===== config.mk =====
export PLATFORM = sky130hd
export DESIGN_NAME = wash_cycle_ctrl
export DESIGN_NICKNAME = d
export VERILOG_FILES = /design/src/rtl/wash_cycle_ctrl.sv
export SDC_FILE = /design/constraint.sdc
export NUM_CORES = 1
export LEC_CHECK = 0
export BUFFER_PORTS_ARGS = -buffer_cell sky130_fd_sc_hd__buf_2
export CORE_MARGIN = 2
export CORE_UTILIZATION = 50
export CTS_BUF_LIST = sky130_fd_sc_hd__clkbuf_4 sky130_fd_sc_hd__clkbuf_8
export DETAILED_ROUTE_END_ITERATION = 16
export PLACE_DENSITY = 0.7
export SETUP_SLACK_MARGIN = 0.5
export SLEW_MARGIN = 20
export SYNTH_ARGS = -nofsm -noshare
export SYNTH_HDL_FRONTEND = slang
export SYNTH_SLANG_ARGS = --single-unit

===== constraint.sdc =====
create_clock -name clk -period 3.6 [get_ports clk]
set_input_delay 0.36 -clock clk [delete_from_list [all_inputs] [get_ports clk]]
set_output_delay 0.36 -clock clk [all_outputs]
set_load 0.005 [all_outputs]

===== src/rtl/wash_cycle_ctrl.sv =====
// wash_cycle_ctrl: washing-machine cycle sequencer with mode/weight selection, pause and end buzzer
//
// Parameters (seconds; FILL/WASH/RINSE are scaled by the selected weight 1..3):
//   FILL_T, WASH_T, RINSE_T  per-weight-unit phase times
//   DRAIN_T, SPIN_T          fixed phase times
//   BUZZ_T                   end-of-cycle buzzer time
// Ports:
//   clk, reset (async, active-low)
//   tick_1hz                 one-clk pulse per second
//   power_key, start_key, mode_key, weight_key   one-clk key pulses
//   door_closed / door_lock  only with WASH_DOOR_LOCK_EN defined
//   power, running           status
//   xi, piao, tuo            wash / rinse / spin motor enables
//   valve_in, valve_out      fill / drain valves
//   buzzer                   end-of-cycle alarm
//   mode[2:0], weight[1:0]   selection (0 when off)
//   phase_left, total_left   seconds remaining in phase / cycle
// Build option: WASH_DOOR_LOCK_EN adds the door interlock.
module wash_cycle_ctrl #(
    parameter int FILL_T  = 3,
    parameter int WASH_T  = 9,
    parameter int RINSE_T = 6,
    parameter int DRAIN_T = 3,
    parameter int SPIN_T  = 6,
    parameter int BUZZ_T  = 3
) (
    input  logic       clk,
    input  logic       reset,
    input  logic       tick_1hz,
    input  logic       power_key,
    input  logic       start_key,
    input  logic       mode_key,
    input  logic       weight_key,
`ifdef WASH_DOOR_LOCK_EN
    input  logic       door_closed,
    output logic       door_lock,
`endif
    output logic       power,
    output logic       running,
    output logic       xi,
    output logic       piao,
    output logic       tuo,
    output logic       valve_in,
    output logic       valve_out,
    output logic       buzzer,
    output logic [2:0] mode,
    output logic [1:0] weight,
    output logic [7:0] phase_left,
    output logic [7:0] total_left
);
    typedef enum logic [3:0] {
        OFF, IDLE, FILL_W, WASH, DRAIN_W, FILL_R, RINSE, DRAIN_R, SPIN, DONE
    } state_t;

    state_t     state, state_n;
    logic       paused, paused_n;
    logic [2:0] mode_r, mode_n;
    logic [1:0] weight_r, weight_n;
    logic [7:0] phase_r, phase_n, total_r, total_n;
    logic       door_ok, in_phase;
    logic [7:0] fill_d, wash_d, rinse_d, total_d;
    state_t     first_ph, next_ph;

`ifdef WASH_DOOR_LOCK_EN
    assign door_ok   = door_closed;
    assign door_lock = in_phase;
`else
    assign door_ok = 1'b1;
`endif

    function automatic state_t seq_next(input state_t s, input logic [2:0] m);
        case (s)
            FILL_W:  seq_next = WASH;
            WASH:    seq_next = DRAIN_W;
            DRAIN_W: seq_next = (m == 3'd1) ? DONE : FILL_R;
            FILL_R:  seq_next = RINSE;
            RINSE:   seq_next = DRAIN_R;
            DRAIN_R: seq_next = (m == 3'd2 || m == 3'd4) ? DONE : SPIN;
            default: seq_next = DONE;
        endcase
    endfunction

    function automatic logic [7:0] dur(input state_t s, input logic [7:0] f,
                                       input logic [7:0] w, input logic [7:0] r);
        case (s)
            FILL_W, FILL_R:   dur = f;
            WASH:             dur = w;
            RINSE:            dur = r;
            DRAIN_W, DRAIN_R: dur = 8'(DRAIN_T);
            SPIN:             dur = 8'(SPIN_T);
            DONE:             dur = 8'(BUZZ_T);
            default:          dur = 8'd0;
        endcase
    endfunction

    assign fill_d  = 8'(FILL_T) * {6'd0, weight_r};
    assign wash_d  = 8'(WASH_T) * {6'd0, weight_r};
    assign rinse_d = 8'(RINSE_T) * {6'd0, weight_r};
    // Cycle total is built from the three optional segments each mode enables.
    assign total_d = ((mode_r <= 3'd2) ? fill_d + wash_d + 8'(DRAIN_T) : 8'd0)
                   + ((mode_r <= 3'd4 && mode_r != 3'd1) ? fill_d + rinse_d + 8'(DRAIN_T) : 8'd0)
                   + ((mode_r == 3'd0 || mode_r == 3'd3 || mode_r == 3'd5) ? 8'(SPIN_T) : 8'd0);
    assign first_ph = (mode_r <= 3'd2) ? FILL_W : (mode_r <= 3'd4) ? FILL_R : SPIN;
    assign next_ph  = seq_next(state, mode_r);
    assign in_phase = (state >= FILL_W) && (state <= SPIN);

    always_ff @(posedge clk or negedge reset) begin
        if (!reset) begin
            state    <= OFF;
            paused   <= 1'b0;
            mode_r   <= 3'd0;
            weight_r <= 2'd1;
            phase_r  <= 8'd0;
            total_r  <= 8'd0;
        end else begin
            state    <= state_n;
            paused   <= paused_n;
            mode_r   <= mode_n;
            weight_r <= weight_n;
            phase_r  <= phase_n;
            total_r  <= total_n;
        end
    end

    always_comb begin
        state_n  = state;
        paused_n = paused;
        mode_n   = mode_r;
        weight_n = weight_r;
        phase_n  = phase_r;
        total_n  = total_r;
        if (power_key) begin
            state_n  = (state == OFF) ? IDLE : OFF;
            paused_n = 1'b0;
            mode_n   = 3'd0;
            weight_n = 2'd1;
            phase_n  = 8'd0;
            total_n  = 8'd0;
        end else if (state == IDLE) begin
            // A start pulse outranks the selection keys even when the door blocks it.
            if (start_key) begin
                if (door_ok) begin
                    state_n = first_ph;
                    phase_n = dur(first_ph, fill_d, wash_d, rinse_d);
                    total_n = total_d;
                end
            end else if (mode_key)
                mode_n = (mode_r == 3'd5) ? 3'd0 : mode_r + 3'd1;
            else if (weight_key)
                weight_n = (weight_r == 2'd3) ? 2'd1 : weight_r + 2'd1;
        end else if (state == DONE) begin
            if (tick_1hz) begin
                phase_n = phase_r - 8'd1;
                state_n = (phase_r == 8'd1) ? IDLE : DONE;
            end
        end else if (in_phase) begin
            // A start pulse consumes any coincident tick, so pausing never loses or gains a second.
            if (start_key) begin
                if (paused ? door_ok : 1'b1)
                    paused_n = !paused;
            end else if (tick_1hz && !paused) begin
                total_n = total_r - 8'd1;
                state_n = (phase_r == 8'd1) ? next_ph : state;
                phase_n = (phase_r == 8'd1) ? dur(next_ph, fill_d, wash_d, rinse_d) : phase_r - 8'd1;
            end
        end
    end

    assign power      = (state != OFF);
    assign running    = in_phase && !paused;
    assign valve_in   = !paused && (state == FILL_W || state == FILL_R);
    assign xi         = !paused && (state == WASH);
    assign piao       = !paused && (state == RINSE);
    assign valve_out  = !paused && (state == DRAIN_W || state == DRAIN_R || state == SPIN);
    assign tuo        = !paused && (state == SPIN);
    assign buzzer     = (state == DONE);
    assign mode       = power ? mode_r : 3'd0;
    assign weight     = power ? weight_r : 2'd0;
    assign phase_left = phase_r;
    assign total_left = total_r;
endmodule


After elaboration in Yosys (flattened, before gate mapping)
Cells that the tools add are included.
Storage, ports and cells
  input bits: 7
  register bits after elaboration: 26
Operators by class
  reductions and logical operators: 36
  eq/ne operators: 44
  order comparisons: 4
  multiplexer cells: 55
  multiply operators: 3
  $add $sub $neg: 10
Operator list (count)
  8-bit 2-to-1 mux: 17
  6-bit one-hot mux with 5 select lines: 2
  4-bit 2-to-1 mux: 13
  4-bit by 3-bit == test with 1-bit output (second input constant): 12
  4-bit by 2-bit == test with 1-bit output (second input constant): 6
  4-bit == test (second input constant): 6
  4-bit one-hot mux with 6 select lines: 1
  3-bit 2-to-1 mux: 7
  8-bit by 1-bit subtractor with 8-bit output (second input constant): 2
  2-bit 2-to-1 mux: 7
  5-bit by 4-bit inequality test with 1-bit output (second input constant): 2
  5-bit AND reduction: 2
  2-bit nonzero test: 5
  1-bit logical AND: 9
  7-bit by 2-bit adder with 8-bit output (second input constant): 1
  8-bit by 3-bit adder with 8-bit output: 1
  8-bit by 7-bit adder with 8-bit output: 1
  8-bit by 1-bit == test with 1-bit output (second input constant): 1
  2-bit by 2-bit multiplier with 4-bit output (first input constant): 2
  2-bit inequality test (second input constant): 4
  4-bit AND reduction: 2
  4-bit nonzero test: 2
  4-bit by 6-bit adder with 7-bit output: 1
  6-bit by 2-bit adder with 7-bit output (second input constant): 1
  other kinds (29): 45

Logic depth before layout (Yosys ltp)
Gate-level depths: netlist of run 1.
  word-level depth: 14
  mapped depth: 16
  gate-level depth less buffers: 16

Least setup slack after synthesis of run 1
OpenSTA, ideal clock, no wires.
  path type: reg-to-reg
  start: register weight_r[0]
  end: register total_r[5] (netlist: total_left[5])
  required time: 3.472 ns
  slack: -0.048 ns
  setup time: 0.128 ns
  path buffers: 0
  cell stages (with the launch flop): 17
  clock period less this slack: 3.648 ns
  arrival: 3.520 ns
  path through: dfstp_2 inv_1 ha_1 xnor2_1 ha_1 xor2_1 xnor2_1 nand2_1 fa_1 inv_1 fa_1 a21o_1 a21oi_1 xnor2_1 nor2_1 a21oi_1 o21ai_0
On the way
  cells in the longest elaborated chain, start to end: 9
RTL lines
  from (decl): RTL line 58  | logic [1:0] weight_r, weight_n;
  from (signal assigned): RTL line 119  | weight_r <= weight_n;
  4-bit by 2-bit multiplier with 6-bit output or 2-bit by 2-bit multiplier with 4-bit output (tied branches): RTL line 97, 96, 98
  4-bit by 6-bit adder with 7-bit output or 4-bit by 5-bit adder with 6-bit output (tied branches): RTL line 100, 101
  7-bit by 2-bit adder with 8-bit output or 6-bit by 2-bit adder with 7-bit output (tied branches): RTL line 100, 101
  8-bit 2-to-1 mux or 7-bit 2-to-1 mux (tied branches): RTL line 100, 101
  8-bit by 7-bit adder with 8-bit output (*): RTL line 101  | + ((mode_r <= 3'd4 && mode_r != 3'd1) ? fill_d + rinse_d + 8'(DRAIN_T) : 8'd0)
  8-bit by 3-bit adder with 8-bit output (*): RTL line 102  | + ((mode_r == 3'd0 || mode_r == 3'd3 || mode_r == 3'd5) ? 8'(SPIN_T) : 8'd0);
  8-bit 2-to-1 mux (*): RTL line 141  | if (start_key) begin
  8-bit 2-to-1 mux (*): RTL line 139  | end else if (state == IDLE) begin
  8-bit 2-to-1 mux (*): RTL line 132  | if (power_key) begin
  to (signal assigned): RTL line 121  | total_r <= total_n;
  to (decl): RTL line 59  | logic [7:0] phase_r, phase_n, total_r, total_n;
Mark *: on every way between the ends. The rest lies on a longest branch, timed or not. The select of a mux whose other input is x is not followed.
A chain may end at the register's enable or synchronous reset.

Worst setup path after layout of run 1
  start: register weight_r[0]
  end: register total_r[6] (netlist: total_left[6])
Same word-level chain as after synthesis.

==> results of run 1 <==
cell usage in the layout (no fill, tap or decap), types with 5 or more instances in the layout:
master and count:
o21ai_0 24, nor4_1 7, inv_1 14, nor2_1 42
and2_1 7, xnor2_1 6, a21oi_1 18, nand2b_1 8
buf_4 10, nand2_1 20, o21ai_1 12, dfrtp_1 25
xor2_1 6, nor3_1 12, buf_2 35, nand3_1 5
a21oi_2 5, ha_1 17
what timing repair did:
action | in CTS | in global routing
hold buffers | 0 | 0
setup buffers | 3 | 2
resized for setup | 4 | 2
endpoints found under the hold margin | 0 | 0
pin swaps | 14 | 10
endpoints found under the setup margin | 5 | 5
sequential cells by signal, summed over array words and instances (netlist names):
register and cells:
phase_left 8, total_left 8, state 4, mode_r 3, weight_r 2, paused 1
where the power goes:
part	total, mW	switching (mW)	leakage [nW]	internal, mW
combinational	1.61	0.888	1.01	0.721
clock	0.253	0.104	0.0357	0.149
sequential	0.590	0.208	0.342	0.382
total	2.45	1.20	1.39	1.25
cells by family (layout without fill, tap and decap cells):
kind of cell    Yosys count  count (layout)  share of synthesized area, %
buf+inv                  36              65                          6.63
mux                       4               4                          1.46
xor+xnor                 14              14                          4.48
fa+ha+maj                24              24                          11.8
flops                    26              26                          23.8
simple gates            129             129                          27.3
compound gates          100             100                          24.5
path summary, 6_finish.rpt:
kind                                  to           from  cells past startpoint
max                        total_left[6]    weight_r[0]                     17
min reg2reg                phase_left[7]  phase_left[7]                      1
max reg2reg                total_left[6]    weight_r[0]                     17
min in group clk             weight_r[0]       mode_key                      4
max in group asynchronous       state[3]          reset                      1
min                          weight_r[1]          reset                      1
per-layer routing:
metal  vias up  global-route usage [%]  share of wire [%]
li1       1255                       -                  -
met3         2                    3.02                5.7
met5         -                       0                  0
met2        78                    38.5                 47
met1      1216                    33.2                 47
met4         0                    2.28               0.28
synthesized netlist by cell type (6+ instances only):
master    count
nor2_1       42
o21ai_0      27
dfrtp_1      25
a21oi_1      21
ha_1         21
nand2_1      20
inv_1        16
nor3_1       12
buf_2        10
o21ai_1       9
nand2b_1      8
xnor2_1       8
and2_1        7
nor4_1        7
xor2_1        6
through the flow:
stage / cells / total power [mW] / area, um2 / utilization, %
final: 432 / 2.45 / 3090 / 59.4
after CTS: 430 / 2.42 / 3070 / 59.0
after global routing: 432 / 2.67 / 3090 / 59.4
after detailed placement: 423 / 2.10 / 2950 / 56.8
after global placement: 423 / 2.07 / 2950 / 56.8
after floorplan: 333 / 1.76 / 2780 / -
worst max-delay path, stage by stage (launching register included):
cell      delay (ns)
dfstp_2         0.57
inv_4           0.04
ha_4            0.24
xnor2_2         0.13
ha_2            0.18
xor2_1          0.18
xnor2_1         0.14
nand2_1         0.10
fa_1            0.52
inv_2           0.05
buf_4           0.13
ha_4            0.21
a211oi_2        0.17
o21bai_1        0.10
a21oi_2         0.13
xnor2_1         0.13
a21oi_1         0.08
o21ai_1         0.14
layout make-up:
type,instances,area share (%)
Inverter,16,2.03
Clock buffer,3,1.34
Sequential cell,26,21.1
Timing Repair Buffer,45,8.10
Clock inverter,1,0.972
Tap cell,70,2.84
Multi-Input combinational cell,271,63.6
==> results.ini, run 1 <==
[sta]
fin_crit_ns = 3.31
finClkSkew_ns = 0.00479
post-route-period-util_pct = 92.0
max_freq_mhz = 302
finalHoldViolCount = 0
worstMarginPinSlew_ns = 0.921
slew_viol_final = 0
timing.slew.headroom_pct = 38.6
hold_slack_ns = 0.0795
setup_slack_ns = 0.290
setup-violations-final = 0
rsz0062_at_grt = true
setup_tns_ns = 0

[cells_and_area]
ff_latch_area_um2 = 652
area_growth_pct = 12.9
multiInputGateArea_um2 = 1970
n_antenna_cell = 0
layout-drive-gt1-share_pct = 22.9
num-nets-final = 394
fill_cells = 484

[floorplan]
die_x_um = 78.0
initial_core_util_pct = 52.5
die_y_um = 78.0
die-area_um2 = 6080
ios = 36
core_area_um2 = 5200
num_rows = 26

[route]
viasPerCell = 5.91
vias = 2551
ant_nets = 0
drc_errors = 0
drt_first_iter_violations = 141
wl_per_cell_um = 15.6
first_pass_iters = 5
wirelength_um = 6750

[synth]
synth_nets = 364
synth_cell_type_count = 66
ys_seq_area_share_pct = 23.8
synth_top_area_share_pct = 22.9
syn_area_per_cell_um2 = 8.21
synth-seq-cells = 26
synth.area.top_cells = dfrtp_1 (23%), ha_1 (9.6%), nor2_1 (5.8%), o21ai_0 (4.9%), a21oi_1 (3.8%)
synth_area_leader_cell = dfrtp_1
async_flop_share_pct = 100
syn_inst = 333
yosys_warnings = 0
synth_enable_flop_cells = 0
synth_area_um2 = 2740
synth-main-ff-cell = dfrtp_1

[grt]
grt.total_usage_pct = 23.1
grt_overflow = 0
grt_max_degree = 27
grt_antenna_before_repair = 0
grt_pass1_wl_um = 11600
grt_pass1_vias = 2384

[status]
status = complete, no violations

[setup_path]
critPathMaxFanout = 2
rrSetupSlack_ns = 0.29
worst_setup_path_end_kind = register
startpoint_type = register
critPathKind = register to register
cp.required_ns = 3.81
critPathArrivalTime_ns = 3.52

[clock_tree]
path_clk_slew_ns = 0.10
cts_tree = yes
root_buffer = clkbuf_8
h-tree-depth = 1
numCtsBuffers = 3
clk_latency_ns = 0.28
cts_buffer_depth = 2
clock_sinks = 26

[placed_design]
io_buffers = 35
preCtsSetupSlack_ns = 0.212
routabilityCongestion = 0.855
dp_hpwl_um = 4960

[power]
p_per_area_nw_per_um2 = 794
worst_ir_drop_vdd_mv = 0.553
p_leak_nw = 1.39

[hold_path]
hold_class = input port to asynchronous set/reset pin

[job]
max-cap-violations = 0

No activity file was read; power rests on OpenSTA's default activity.
==> run 2: changes to the inputs <==
Settings changed: CORE_MARGIN 2 to 3.
==> run 2 against run 1 <==
Against the previous run:
- via count down 0.78%
- cell count unchanged
- global-route usage down 0.83 points
- setup slack worse by 0.037 ns
- non-clock buffer count unchanged
- largest cell class unchanged
- first-iteration DRC count up 4.3%
- fmax down 1.1%
==> results.ini, run 2 (synthesis results as in run 1) <==
[status]
status = complete, no violations

[power]
p_leak_nw = 1.38
p_per_area_nw_per_um2 = 779
worst_ir_drop_vdd_mv = 0.379
total_power_mw = 2.40

[floorplan]
die_x_um = 80.0
ios = 36
die-area_um2 = 6390
initial_core_util_pct = 52.5
num_rows = 26
core_area_um2 = 5200
die_y_um = 80.0

[cells_and_area]
final_common_cell = nor2_1
area_growth_pct = 12.5
fill_cells = 502
layout-drive-gt1-share_pct = 22.9
final_cell_mix = nor2_1 (42), buf_2 (35), o21ai_0 (25), dfrtp_1 (25), nand2_1 (20)
num-nets-final = 394
n_antenna_cell = 0
stdcell_area_um2 = 3080
ff_latch_area_um2 = 652
multiInputGateArea_um2 = 1970

[route]
viasPerCell = 5.86
wl_per_cell_um = 15.9
wl_met3_um = 303
ant_nets = 0
drt_first_iter_violations = 147
wirelength_um = 6850
vias = 2531
drc_errors = 0
top_layer_used = met4
wl_met2_um = 3210
first_pass_iters = 4
drt-met1-wl_um = 3280

[grt]
grt.total_usage_pct = 22.3
grt_pass1_vias = 2408
grt_overflow = 0
grt_pass1_wl_um = 11600
grt_max_degree = 27
grt_antenna_before_repair = 0

[placed_design]
dp_hpwl_um = 5000
routabilityCongestion = 0.905
place_area_um2 = 2950
io_buffers = 35
preCtsSetupSlack_ns = 0.200

[clock_tree]
clock_sinks = 26
clk_latency_ns = 0.27
root_buffer = clkbuf_8
cts_hold_buf = 0
cts_buffer_depth = 2
cts_tree = yes
numCtsBuffers = 3
h-tree-depth = 1
path_clk_slew_ns = 0.10

[sta]
slew_viol_final = 0
finClkSkew_ns = 0.00244
max_freq_mhz = 299
timing.slew.headroom_pct = 40.6
setup_slack_ns = 0.253
setup-violations-final = 0
rsz0062_at_grt = true
setup_tns_ns = 0
finalHoldViolCount = 0
fin_crit_ns = 3.35
post-route-period-util_pct = 93.0
worstMarginPinSlew_ns = 0.891

[setup_path]
startpoint_type = register
cp.required_ns = 3.76
critPathMaxFanout = 2
crit_start = weight_r[0]
worst_setup_path_end_kind = register
critPathKind = register to register
r2r_start = weight_r[0]
critPathArrivalTime_ns = 3.51

[job]
max-cap-violations = 0

[hold_path]
hold_class = input port to asynchronous set/reset pin

## run 2: cell count changes in the layout (fill, tap and decap cells not counted), sizes merged
cell	delta
clkbuf	+1
bufinv	-1
## run 2: critical path: stages (launching register included)
cell and delay (ns):
dfstp_2 0.57, inv_4 0.04, ha_4 0.24, xnor2_2 0.12, ha_2 0.18, xor2_2 0.18, xnor2_1 0.16, nand2_1 0.10
fa_1 0.52, inv_2 0.06, fa_2 0.33, a21o_1 0.17, a21oi_2 0.17, xnor2_1 0.14, nor2_1 0.05, a21oi_1 0.12
o21ai_1 0.07
## run 2: area by class of cell
cell class	instances	area share [%]
timing repair buffer	45	8.13
inverter	16	2.03
tap	70	2.85
clock buffer	4	1.79
multi-input combinational	271	64.0
sequential	26	21.2
## run 2: per-layer routing
layer / GRT usage (%) / vias to the layer above
li1: - / 1253
met1: 31.4 / 1202
met2: 36.5 / 70
met3: 2.71 / 6
met4: 4.73 / 0
met5: 0 / -
## run 2: repair_timing
action,CTS,global route
setup buffers,3,2
pin swaps,15,8
resized for setup,5,0
setup endpoints to repair,6,6
## run 2: per-stage QoR
| stage | cells | hold slack (ns) | util [%] |
|---|---|---|---|
| after detailed placement | 423 | 0.419 | 56.8 |
| final | 432 | 0.0925 | 59.1 |
| after CTS | 430 | 0.115 | 58.8 |
| after global routing | 432 | 0.128 | 59.1 |
| after floorplan | 333 | 0.0644 | - |
| after global placement | 423 | 0.416 | 56.8 |
## run 2: final timing paths
path | cells past startpoint | endpoint | slack [ns]
worst max-delay path | 16 | total_left[5] | 0.25
worst min-delay path | 1 | total_left[4] | 0.09
worst max register to register | 16 | total_left[5] | 0.25
worst min register to register | 1 | phase_left[7] | 0.54
max in group asynchronous | 1 | mode_r[2] | 3.10
min in group clk | 4 | weight_r[0] | 0.47
## run 2: where the power goes
group	switching (mW)	total, mW	internal [mW]
Combinational	0.888	1.60	0.716
Clock	0.0997	0.198	0.0979
Sequential	0.213	0.595	0.382
Total	1.20	2.40	1.20
